<file path="config.mk">
export PLATFORM = sky130hd
export DESIGN_NAME = enable_clear_register
export DESIGN_NICKNAME = d
export VERILOG_FILES = /design/src/rtl/enable_clear_register.sv
export SDC_FILE = /design/constraint.sdc
export NUM_CORES = 1
export LEC_CHECK = 0
export BUFFER_PORTS_ARGS = -buffer_cell sky130_fd_sc_hd__buf_4
export CAP_MARGIN = 20
export CORE_AREA = 5 5 42 44
export CTS_CLUSTER_DIAMETER = 60
export CTS_CLUSTER_SIZE = 20
export DETAILED_ROUTE_END_ITERATION = 10
export DIE_AREA = 0 0 47 49
export PLACE_DENSITY = 0.63
export SLEW_MARGIN = 40
export SYNTH_ARGS = -nofsm -noshare
export SYNTH_HDL_FRONTEND = slang
export SYNTH_SLANG_ARGS = --single-unit
</file>
<file path="constraint.sdc">
create_clock -name clk -period 0.8 [get_ports clk]
set_input_delay 0 -clock clk [delete_from_list [all_inputs] [get_ports clk]]
set_output_delay 0 -clock clk [all_outputs]
set_load 0.005 [all_outputs]
</file>
<file path="src/rtl/enable_clear_register.sv">
// enable_clear_register
// Parameterised-width storage register with a synchronous load enable and a
// synchronous clear. Asynchronous active-high reset forces q to RST_VAL.
// Clear takes priority over load on every clock edge.
// q comes straight from the flop, so there is no combinational path from the inputs to q.

module enable_clear_register #(
    parameter int unsigned          WIDTH   = 8,
    parameter logic [WIDTH-1:0]     RST_VAL = '0,
    parameter logic [WIDTH-1:0]     CLR_VAL = '0
) (
    input  logic             clk,
    input  logic             rst,
    input  logic             en,
    input  logic             clr,
    input  logic [WIDTH-1:0] d,
    output logic [WIDTH-1:0] q
);

    // Storage flop: reset wins asynchronously, then clear, then load, else hold.
    always_ff @(posedge clk or posedge rst) begin
        if (rst) begin
            q <= RST_VAL;
        end else if (clr) begin
            q <= CLR_VAL;
        end else if (en) begin
            q <= d;
        end
    end

endmodule

</file>
==> impl_metrics.toml <==
[power]
p_per_area_nw_per_um2 = 1600
p_leak_uw = 0.000310
irDropWorstVdd_v = 0.000730

[min_path]
min-delay-start = "d[4]"
hp-class = "in2reg"

[floorplan]
ios = 20
rows = 14
start_util_pct = 23.5
die_width_um = 47
die_area_um2 = 2300
dieHeight_um = 49
core_um2 = 1400

[route]
drt_pass1_iterations = 1
drcViolationCount = 0
via_count = 276
dr_wl_met2_um = 321
wl_per_cell_um = 11.3
avgViaCountPerCell = 4.00
top_layer_used = "met4"
wl_um = 778
wl_met3_um = 90
m1WireLength_um = 349
antenna_left = 0
drt-initial-drc-count = 0

[synth]
syn_inst = 27
yosysWarnings = 0
syn_area_per_cell_um2 = 12.2
netlist_top_cells_area = "dfrtp_1 (61%), mux2i_1 (24%), nor2_1 (9.1%)"
ys_seq_elements = 8
ys_types = 6
yosysTopAreaCell = "dfrtp_1"
ys_seq_area_share_pct = 60.8
synth_top_area_share_pct = 60.8
synth_nets = 39
netlist_area_um2 = 329

[critical_path]
startpoint = "q[1]"
cp_max_fo = 2
reg2reg_depth = 2
worst-path-buf-inv = 1
path_depth = 1
r2r-end = "q[5]"
crit_path_max_incr_delay_ns = 0.38
path_delay_family = "flip-flops"
worstReg2RegStart = "q[5]"
r2r_setup_slack_ns = 0.11
cp-endpoint = "q[1]"
crit_path_top_delay_cell = "dfrtp_1"
worstPathCellList = "buf_4"
path_class = "reg2out"
cp.required_ns = 0.80
cp-start-kind = "register"
end_kind = "primary output"
cp_data_arrival_time_ns = 0.77

[timing]
fin_skew_ns = 0
rsz0062_at_grt = "false"
max_freq_mhz = 1300
worstMarginPinSlew_ns = 0.306
slew_viol_final = 0
relSlewSlack_pct = 79.6
timing.final.crit_share_pct = 96.0
hold_ws_ns = -0.00171
setup-tns-final_ns = 0
setup_violations = 0
hold_violations = 2
worst_slack_ns = 0.0319
min_period_ns = 0.768

[clock_network]
clkTransAtPathRegs_ns = 0.05
clock-sinks = 8
cts_tree = "yes"
numCtsBuffers = 3
cts_max_level = 1
insertion_delay_ns = 0.25
root_buffer = "clkbuf_4"
cts_buffer_depth = 2

[global_route]
grt_overflow = 0
antenna_found_initial = 0
grt_pass1_wl_mm = 1.21
grt_pass1_vias = 271
grt_max_degree = 9
grt_use_total_pct = 7.76

[status]
violations = "hold timing"
outcome = "finished with violations"

[placement]
io_buffer_count = 19
place_ws_ns = 0.122
routabilityCongestion = 0.597

[cells_and_area]
drive_above_1_share_pct = 41.5
largest_reg_flops = 8
layout_common_cells = "buf_4 (16), mux2i_1 (8), nor2_1 (8), dfrtp_1 (8), dlygate4sd3_1 (6)"
fill_cells = 143
n_antenna_cell = 0
reg.largest.list = "q (8)"
final_common_cell = "buf_4"
syn_to_final_growth_pct = 73.4
nets = 67
top_register = "q"

[run]
cap_violations = 0
==> metal layers <==
layer | global-route usage, % | vias up
met3 | 4.80 | 3
met2 | 8.82 | 15
li1 | - | 138
met5 | 0 | -
met4 | 5.53 | 0
met1 | 10.3 | 120
==> worst min-delay path by stage <==
stage                      end  slack, ns  cells after the start
after floorplan           q[0]      -0.18                      1
after global routing      q[5]       0.02                      3
after detailed placement  q[4]      -0.03                      2
after global placement    q[2]      -0.03                      2
final                     q[4]     -0.002                      3
after CTS                 q[5]     0.0006                      3
==> kinds of logic (layout without fill, tap and decap cells) <==
| kind of cell | count (synthesis) | in the layout | share of synthesized area (%) |
|---|---|---|---|
| buffers and inverters | 3 | 29 | 5.70 |
| DFF | 8 | 8 | 60.8 |
| muxes | 8 | 8 | 24.3 |
| and+or+nand+nor | 8 | 8 | 9.13 |
==> final cells by class <==
cell class | instances | area, um2 | share of cell area, %
Clock buffer | 3 | 22.5 | 3.95
Inverter | 1 | 3.75 | 0.658
Multi-Input combinational cell | 16 | 110 | 19.3
Sequential cell | 8 | 200 | 35.1
Tap cell | 16 | 20.0 | 3.51
Timing Repair Buffer | 25 | 214 | 37.5
==> Yosys cell counts <==
cell / number
mux2i_1: 8
buf_1: 1
dfrtp_1: 8
inv_1: 1
buf_6: 1
nor2_1: 8
==> tightest hold or removal path, cell delays in order <==
cell and delay, ns:
buf_4 0.08, mux2i_1 0.06, nor2_1 0.08
==> power by group <==
group | internal, uW | switching (uW)
clock | 171 | 134
combinational | 108 | 57.8
sequential | 428 | 13.8
==> timing repair <==
item | in CTS | in global routing
hold buffers | 6 | 0
hold endpoints to repair | 16 | 0
setup endpoints to repair | 0 | 3
gates resized for setup | 0 | 3
buffers inserted | 0 | 0
==> per-stage QoR <==
stage / hold slack, ns / instances / utilization (%) / cell area [um2] / power, uW
after detailed placement: -0.0306 / 60 / 34.0 / 477 / 587
after global routing: 0.0243 / 69 / 40.7 / 571 / 964
after global placement: -0.0308 / 60 / 34.0 / 477 / 583
final: -0.00171 / 69 / 40.7 / 571 / 913
after CTS: 0.000648 / 69 / 39.9 / 559 / 917
after floorplan: -0.184 / 27 / - / 329 / 506
No activity file was read; power rests on OpenSTA's default activity.
